==> config.mk <==
export PLATFORM = sky130hd
export DESIGN_NAME = cnt_share_array_gen
export DESIGN_NICKNAME = d
export VERILOG_FILES = /design/src/rtl/cnt_share_array_gen.sv
export SDC_FILE = /design/constraint.sdc
export NUM_CORES = 1
export LEC_CHECK = 0
export ABC_AREA = 1
export BUFFER_PORTS_ARGS = -buffer_cell sky130_fd_sc_hd__buf_2
export CAP_MARGIN = 20
export CORE_MARGIN = 2
export CORE_UTILIZATION = 39
export CTS_CLUSTER_SIZE = 14
export DETAILED_ROUTE_END_ITERATION = 6
export PLACE_DENSITY = 0.87
export SKIP_LAST_GASP = 1
export SLEW_MARGIN = 20
export SYNTH_ARGS = -nofsm -noshare
export SYNTH_HDL_FRONTEND = slang
export SYNTH_SLANG_ARGS = --single-unit
==> constraint.sdc <==
create_clock -name clk -period 1.4 [get_ports clk]
set_input_delay 0.07 -clock clk [delete_from_list [all_inputs] [get_ports clk]]
set_output_delay 0.07 -clock clk [all_outputs]
set_load 0.02 [all_outputs]
==> src/rtl/cnt_share_array_gen.sv <==
// Shared counter with TDIM retiming pipelines, each fanning out to SDIM taps.
// Core count and its roll-over flag travel together down every pipeline.
module cnt_share_array_gen #(
   parameter int CWID   = 10,
   parameter int CMAX   = 2**CWID-1,
   parameter int MODE   = 0,
   parameter int BDIM   = 1,
   parameter int TDIM   = (BDIM < 1) ? 1 : BDIM,
   parameter int SDIM   = 16,
   parameter int PDEPTH = 1
) (
   input  logic                        clk,
   input  logic                        rst,
   input  logic                        enable,
   input  logic                        clear,
   output logic [CWID-1:0]             cntCore,
   output logic [TDIM*SDIM*CWID-1:0]   cntSeq,
   output logic [TDIM-1:0]             wrapSeq
);

   localparam int SW = CWID + 1;
   localparam logic [CWID-1:0] TERM  = CWID'(CMAX);
   localparam logic [CWID-1:0] START = (MODE != 0) ? TERM : '0;

   if (CMAX == 0 || CMAX > 2**CWID-1) begin : g_bad_cmax
      $error("cnt_share_array_gen: CMAX out of range 1..2**CWID-1");
   end

   logic [CWID-1:0] cnt_q, cnt_d;
   logic            wrap_q, wrap_d;

   always_comb begin
      cnt_d  = cnt_q;
      wrap_d = 1'b0;
      if (clear) begin
         cnt_d = START;
      end else if (enable) begin
         if (MODE == 0) begin
            wrap_d = (cnt_q == TERM);
            cnt_d  = wrap_d ? '0 : cnt_q + CWID'(1);
         end else begin
            wrap_d = (cnt_q == '0);
            cnt_d  = wrap_d ? TERM : cnt_q - CWID'(1);
         end
      end
   end

   always_ff @(posedge clk or posedge rst) begin
      if (rst) begin
         cnt_q  <= START;
         wrap_q <= 1'b0;
      end else begin
         cnt_q  <= cnt_d;
         wrap_q <= wrap_d;
      end
   end

   assign cntCore = cnt_q;

   for (genvar i = 0; i < TDIM; i++) begin : g_buf
      logic [CWID-1:0] tail_cnt;
      logic            tail_wrap;

      if (PDEPTH == 0) begin : g_wire
         assign tail_cnt  = cnt_q;
         assign tail_wrap = wrap_q;
      end else begin : g_pipe
         logic [SW-1:0] pipe_q [PDEPTH];
         logic [SW-1:0] pipe_d [PDEPTH];

         // Stages shift every cycle regardless of enable/clear
         always_comb begin
            pipe_d[0] = {cnt_q, wrap_q};
            for (int s = 1; s < PDEPTH; s++) begin
               pipe_d[s] = pipe_q[s-1];
            end
         end

         always_ff @(posedge clk or posedge rst) begin
            if (rst) begin
               for (int s = 0; s < PDEPTH; s++) begin
                  pipe_q[s] <= {START, 1'b0};
               end
            end else begin
               for (int s = 0; s < PDEPTH; s++) begin
                  pipe_q[s] <= pipe_d[s];
               end
            end
         end

         assign tail_cnt  = pipe_q[PDEPTH-1][SW-1:1];
         assign tail_wrap = pipe_q[PDEPTH-1][0];
      end

      assign wrapSeq[i] = tail_wrap;

      for (genvar j = 0; j < SDIM; j++) begin : g_tap
         assign cntSeq[(i*SDIM+j)*CWID +: CWID] = tail_cnt;
      end
   end

endmodule

==> impl_metrics.env, run 1 <==
export IMPL_cts_sinks=22
export IMPL_synth_top_family_by_area="buffers and inverters"
export IMPL_finalNetCount=278
export IMPL_switching_share_pct=32.1
export IMPL_pwr_share_seq_pct=40.3
export IMPL_critPathSlowestCell="dfrtp_2"
export IMPL_internal_power_mw=1.16
export IMPL_area_delta_synth_final_pct=-0.122
export IMPL_slowest_delay_ps=440
export IMPL_ios=175
export IMPL_hp_start="enable"
export IMPL_drv_cap=0
export IMPL_portBuffers=174
export IMPL_yosys_area_share_adder_pct=0.611
export IMPL_status="finished, final reports clean"
export IMPL_yosys_area_share_simple_pct=11.2
export IMPL_syn_inst=236
export IMPL_die_w_um=76.5
export IMPL_finClkSkew_ps=7.51
export IMPL_grt_usage_pct=10.8
export IMPL_clk_pin_slew_ps=90
export IMPL_hold_worst_slack_ps=106
export IMPL_syn_area_um2=2050
export IMPL_cp_arrival_ps=1500
export IMPL_diodes=0
export IMPL_mostFrequentLayoutCells="buf_2, dfrtp_1, nand2_1, inv_1, buf_4"
export IMPL_peakVddDrop_mv=0.567
export IMPL_pwr_share_comb_pct=23.8
export IMPL_firstDrtPassIters=5
export IMPL_synth_compound_area_share_pct=2.32
export IMPL_muxShareOfSynthArea_pct=0
export IMPL_rsz0062_at_grt="no"
export IMPL_p_leak_nw=1.46
export IMPL_multi_input_area_um2=354
export IMPL_grt_pass1_vias=993
export IMPL_end_kind="flop"
export IMPL_min_path_type="in -> reg"
export IMPL_critPathMaxFanout=4
export IMPL_fillCellCount=506
export IMPL_drv_slew=0
export IMPL_post_drt_wl_per_cell_um=11.0
export IMPL_worstSetupStartpoint="cntCore[0]"
export IMPL_crit_required_ps=1560
export IMPL_r2r_slack_ps=60
export IMPL_grt_max_degree=23
export IMPL_tns_ps=0
export IMPL_clk_latency_ps=270
export IMPL_root_buffer="clkbuf_8"
export IMPL_route_detailed_drc=0
export IMPL_ys_seq_area_share_pct=26.9
export IMPL_cts_buffer_depth=2
export IMPL_drive_gt1_share_pct=75.7
export IMPL_ff_latch_area_um2=552
export IMPL_syn_num_nets=241
export IMPL_initial_core_util_pct=40.4
export IMPL_synthXorXnorAreaFrac_pct=1.71
export IMPL_period_minus_slack_ps=1340
export IMPL_synth_seq_cells=22
export IMPL_layout_commonest_cell="buf_2"
export IMPL_grt_ovfl_total=0
export IMPL_whs_path_depth=3
export IMPL_die_y_um=76.5
export IMPL_cp_start_kind="flop"
export IMPL_reg2regPathDepth=8
export IMPL_grt_pass1_wl_um=5120
export IMPL_h_tree_depth=1
export IMPL_die_area_um2=5850
export IMPL_dpl_hpwl_um=2800
export IMPL_fmax_ghz=0.747
export IMPL_finalHoldViolCount=0
export IMPL_cts_buffers_inserted=3
export IMPL_viasPerCell=3.97
export IMPL_vias=1359
export IMPL_ant_nets=0
export IMPL_relSlewSlack_pct=75.9
export IMPL_clkPwrFrac_pct=35.9
export IMPL_syn_avg_cell_area_um2=8.68
export IMPL_r2r_end="cntCore[9]"
export IMPL_setup_viol=0
export IMPL_worst_slew_pin_slew_ps=362
export IMPL_coreArea_um2=5070
export IMPL_holdPathEnd="wrap_q"
export IMPL_path_class="reg -> reg"
export IMPL_gp_congestion=0.808
export IMPL_fp_row_count=26
export IMPL_yosys_warnings=0
export IMPL_yosysUniqueCellTypes=23
export IMPL_finalWirelength_um=3770
export IMPL_cp_cell_sequence="ha_4 > nand3_4 > nor2_4 > nand3_2 > nand2_2 > nand2_4 > nand2_1 > nor2_1"
export IMPL_antenna_found_initial=0
export IMPL_cts_tree="built"
export IMPL_period_share_pct=95.6
export IMPL_r2r_start="cntCore[0]"
export IMPL_power_density_nw_per_um2=834
export IMPL_drtIter0Drc=46
export IMPL_power_switching_uw=547
export IMPL_finish_utilization_pct=40.3
-- power by group through the flow --
stage               clock network (mW)  logic (mW)  registers (mW)
finish                           0.613       0.406           0.689
CTS                              0.630       0.395           0.685
detailed placement                   0       0.392           0.697
floorplan                            0       0.382           0.720
global placement                     0       0.389           0.694
global route                     0.663       0.428           0.694
-- cells by family after synthesis --
kind of cell | Yosys count
buffers and inverters | 161
and+or+nand+nor | 40
DFF | 22
AOI/OAI and AO/OA | 8
xor gates and xnor gates | 4
adders and majority gates | 1
-- cell usage after synthesis --
| master | n | area [um^2] |
|---|---|---|
| nand2_1 | 13 | 48.8 |
| inv_2 | 1 | 3.75 |
| nand2_2 | 2 | 12.5 |
| a31o_1 | 1 | 8.76 |
| ha_1 | 1 | 12.5 |
| nor2_4 | 3 | 33.8 |
| nand3b_1 | 1 | 7.51 |
| a21oi_1 | 3 | 15.0 |
| inv_4 | 1 | 6.26 |
| o21ai_2 | 1 | 8.76 |
| xnor2_1 | 1 | 8.76 |
| nand2_4 | 1 | 11.3 |
| inv_1 | 8 | 30.0 |
| clkinv_4 | 1 | 8.76 |
| nand4_1 | 2 | 12.5 |
| nor2_2 | 6 | 37.5 |
| xor2_1 | 3 | 26.3 |
| nand3_1 | 6 | 30.0 |
| o21ai_1 | 3 | 15.0 |
| nand3_2 | 2 | 20.0 |
| buf_4 | 150 | 1130 |
| dfrtp_1 | 22 | 551 |
| nor2_1 | 4 | 15.0 |
-- critical path, delay by kind of cell, from the launching register on --
kind	cells	cell delay (ps)
adder cells (fa/ha/maj)	1	180
flip-flops	1	440
AND/OR/NAND/NOR	7	620
-- flip-flops by register name, summed over array words and instances (netlist names) --
register and count:
g_buf.g_pipe.pipe_q 11, cntCore 10, wrap_q 1
-- cell type report --
class / count / share of cell area, %
clock inverter: 1 / 1.47
tap: 70 / 4.28
clock buffer: 3 / 2.02
timing repair buffer: 182 / 45.6
sequential: 22 / 27.0
inverter: 11 / 2.38
multi-input combinational: 53 / 17.3
-- per-layer routing --
layer	up-vias	global-route usage (%)	part of all wire, %
met1	613	11.9	37
met2	95	20.7	52
met5	-	0	0
li1	649	-	-
met3	2	3.08	10
met4	0	1.27	0.21
-- worst max-delay path by stage --
| stage | end | depth (start not counted) |
|---|---|---|
| after CTS | cntCore[9] | 8 |
| after global placement | cntCore[7] | 8 |
| final | cntCore[9] | 8 |
| after detailed placement | cntCore[9] | 8 |
| after global routing | cntCore[9] | 8 |
| after floorplan | cntCore[4] | 8 |
-- repair_timing --
action,in CTS,in global routing
hold endpoints to repair,22,0
resized for setup,0,5
hold buffers,1,0
setup endpoints to repair,0,10
setup buffers,0,3
-- stage by stage --
step	instances	setup slack [ps]	power [mW]	cell area (um^2)
5_1_grt	342	1.43	1.78	2050
6_report	342	61.2	1.71	2050
3_5_place_dp	334	23.5	1.09	1910
2_1_floorplan	236	3.21	1.10	2050
4_1_cts	339	6.28	1.71	1990
3_3_place_gp	334	137	1.08	1910
Power figures use the tool's default switching activity.
==> inputs of run 2 (changes only) <==
- CELL_PAD_IN_SITES_DETAIL_PLACEMENT: default -> 1
- CELL_PAD_IN_SITES_GLOBAL_PLACEMENT: default -> 1
- CORE_UTILIZATION: 39 -> 26
==> run 2 against run 1 <==
Compared with the run above:
- flip-flop and latch count unchanged
- critical path depth unchanged
- largest power group unchanged
- final cell count increased by 9.4%
- highest routed layer unchanged
==> impl_metrics.env, run 2 (synthesized netlist as in run 1, its figures left out) <==
export IMPL_status="finished, final reports clean"
export IMPL_mostFrequentLayoutCells="buf_2, dfrtp_1, nand2_1, inv_1, buf_4"
export IMPL_critPathSlowestCell="dfrtp_2"
export IMPL_die_w_um=92.8
export IMPL_period_minus_slack_ps=1320
export IMPL_viasPerCell=3.59
export IMPL_drive_gt1_share_pct=75.7
export IMPL_crit_required_ps=1580
export IMPL_h_tree_depth=1
export IMPL_holdPathEnd="wrap_q"
export IMPL_finalNetCount=278
export IMPL_fp_row_count=32
export IMPL_hold_worst_slack_ps=82.0
export IMPL_path_class="reg -> reg"
export IMPL_grt_ovfl_total=0
export IMPL_largest_reg_flops=11
export IMPL_ios=175
export IMPL_finish_utilization_pct=26.9
export IMPL_cp_arrival_ps=1490
export IMPL_drv_cap=0
export IMPL_crit_cells=8
export IMPL_min_path_type="in -> reg"
export IMPL_portBuffers=174
export IMPL_clk_pin_slew_ps=90
export IMPL_period_share_pct=94.0
export IMPL_drtIter0Drc=19
export IMPL_grt_max_degree=23
export IMPL_grt_pass1_wl_um=6030
export IMPL_grt_pass1_vias=1124
export IMPL_cp_start_kind="flop"
export IMPL_drv_slew=0
export IMPL_cts_sinks=22
export IMPL_power_density_nw_per_um2=826
export IMPL_setup_viol=0
export IMPL_post_drt_wl_per_cell_um=11.1
export IMPL_firstDrtPassIters=4
export IMPL_critPathMaxFanout=4
export IMPL_finalWirelength_um=4140
export IMPL_slowest_delay_ps=390
export IMPL_multi_input_area_um2=337
export IMPL_dpl_cell_area_um2=1960
export IMPL_vias=1342
export IMPL_initial_core_util_pct=26.7
export IMPL_end_kind="flop"
export IMPL_r2r_start="cntCore[0]"
export IMPL_fmax_ghz=0.760
export IMPL_coreArea_um2=7690
export IMPL_relSlewSlack_pct=76.8
export IMPL_route_detailed_drc=0
export IMPL_finalInstanceArea_um2=2070
export IMPL_whs_path_depth=3
export IMPL_ff_latch_area_um2=552
export IMPL_tns_ps=0
export IMPL_grt_usage_pct=8.88
export IMPL_ant_nets=0
export IMPL_finClkSkew_ps=2.96
export IMPL_gp_congestion=0.808
export IMPL_diodes=0
export IMPL_antenna_found_initial=0
export IMPL_r2r_end="cntCore[9]"
export IMPL_p_leak_nw=1.46
export IMPL_cp_cell_sequence="ha_2 > nand3_2 > nor2_4 > nand3_2 > nand2_2 > nand2_4 > nand2_1 > nor2_1"
export IMPL_cts_tree="built"
export IMPL_die_y_um=92.8
export IMPL_crit_buf_inv=0
export IMPL_clk_latency_ps=280
export IMPL_cpLargestDelayFamily="simple AND/OR/NAND/NOR gates"
export IMPL_cts_buffer_depth=2
export IMPL_fillCellCount=972
export IMPL_reg2regPathDepth=8
export IMPL_worst_slew_pin_slew_ps=348
export IMPL_top_register="g_buf.g_pipe.pipe_q"
export IMPL_finalHoldViolCount=0
export IMPL_root_buffer="clkbuf_8"
export IMPL_area_delta_synth_final_pct=0.977
export IMPL_peakVddDrop_mv=0.357
export IMPL_cts_buffers_inserted=3
export IMPL_layout_commonest_cell="buf_2"
export IMPL_hp_start="enable"
export IMPL_r2r_slack_ps=80
export IMPL_cpMostUsedCell="nand3_2"
export IMPL_die_area_um2=8610
export IMPL_totalPowerFinal_mw=1.71
export IMPL_dpl_hpwl_um=3290
-- run 2: cell count changes in the layout (fill, tap and decap cells not counted) --
cell     delta
ha_2        +1
ha_4        -1
nand3_2     +1
nand3_4     -1
-- run 2: cell type report --
cell class | count | share of cell area [%]
multi-input combinational | 53 | 16.3
timing repair buffer | 182 | 45.1
sequential | 22 | 26.7
clock inverter | 1 | 1.45
inverter | 11 | 2.36
clock buffer | 3 | 2.00
tap | 102 | 6.17
-- run 2: worst max path at each step --
stage          startpoint    endpoint
6_report       cntCore[0]  cntCore[9]
4_1_cts        cntCore[0]  cntCore[9]
5_1_grt        cntCore[7]  cntCore[5]
3_5_place_dp   cntCore[0]  cntCore[9]
2_1_floorplan  cntCore[1]  cntCore[4]
3_3_place_gp   cntCore[0]  cntCore[3]
-- run 2: metrics by stage --
stage / instances / setup slack, ps
floorplan: 236 / 3.21
global placement: 367 / 126
detailed placement: 367 / 41.9
CTS: 372 / 20.9
global route: 374 / -4.71
finish: 374 / 84.2
-- run 2: power by group --
| part | internal [mW] | switching, mW |
|---|---|---|
| Sequential | 0.651 | 0.0332 |
| Clock | 0.383 | 0.240 |
| Combinational | 0.123 | 0.280 |
-- run 2: repair_timing --
item,in CTS,in global routing
setup buffers,0,2
gates resized for setup,0,3
setup endpoints to repair,0,7
hold buffers,1,0
hold endpoints to repair,22,0
-- run 2: routing by layer --
metal / share of wire (%) / vias up / global-route usage, % / wire length [um]
met5: 0 / - / 0 / 0
met4: 1.1 / 0 / 2.57 / 44
met3: 11 / 5 / 2.12 / 448
met2: 50 / 91 / 16.4 / 2080
met1: 38 / 601 / 10.1 / 1570
li1: - / 645 / - / -
-- run 2: worst reg2reg max path: stages (launching register included) --
cell and delay [ps]:
dfrtp_2 390, ha_2 210, nand3_2 120, nor2_4 140
nand3_2 100, nand2_2 100, nand2_4 60, nand2_1 60
nor2_1 40
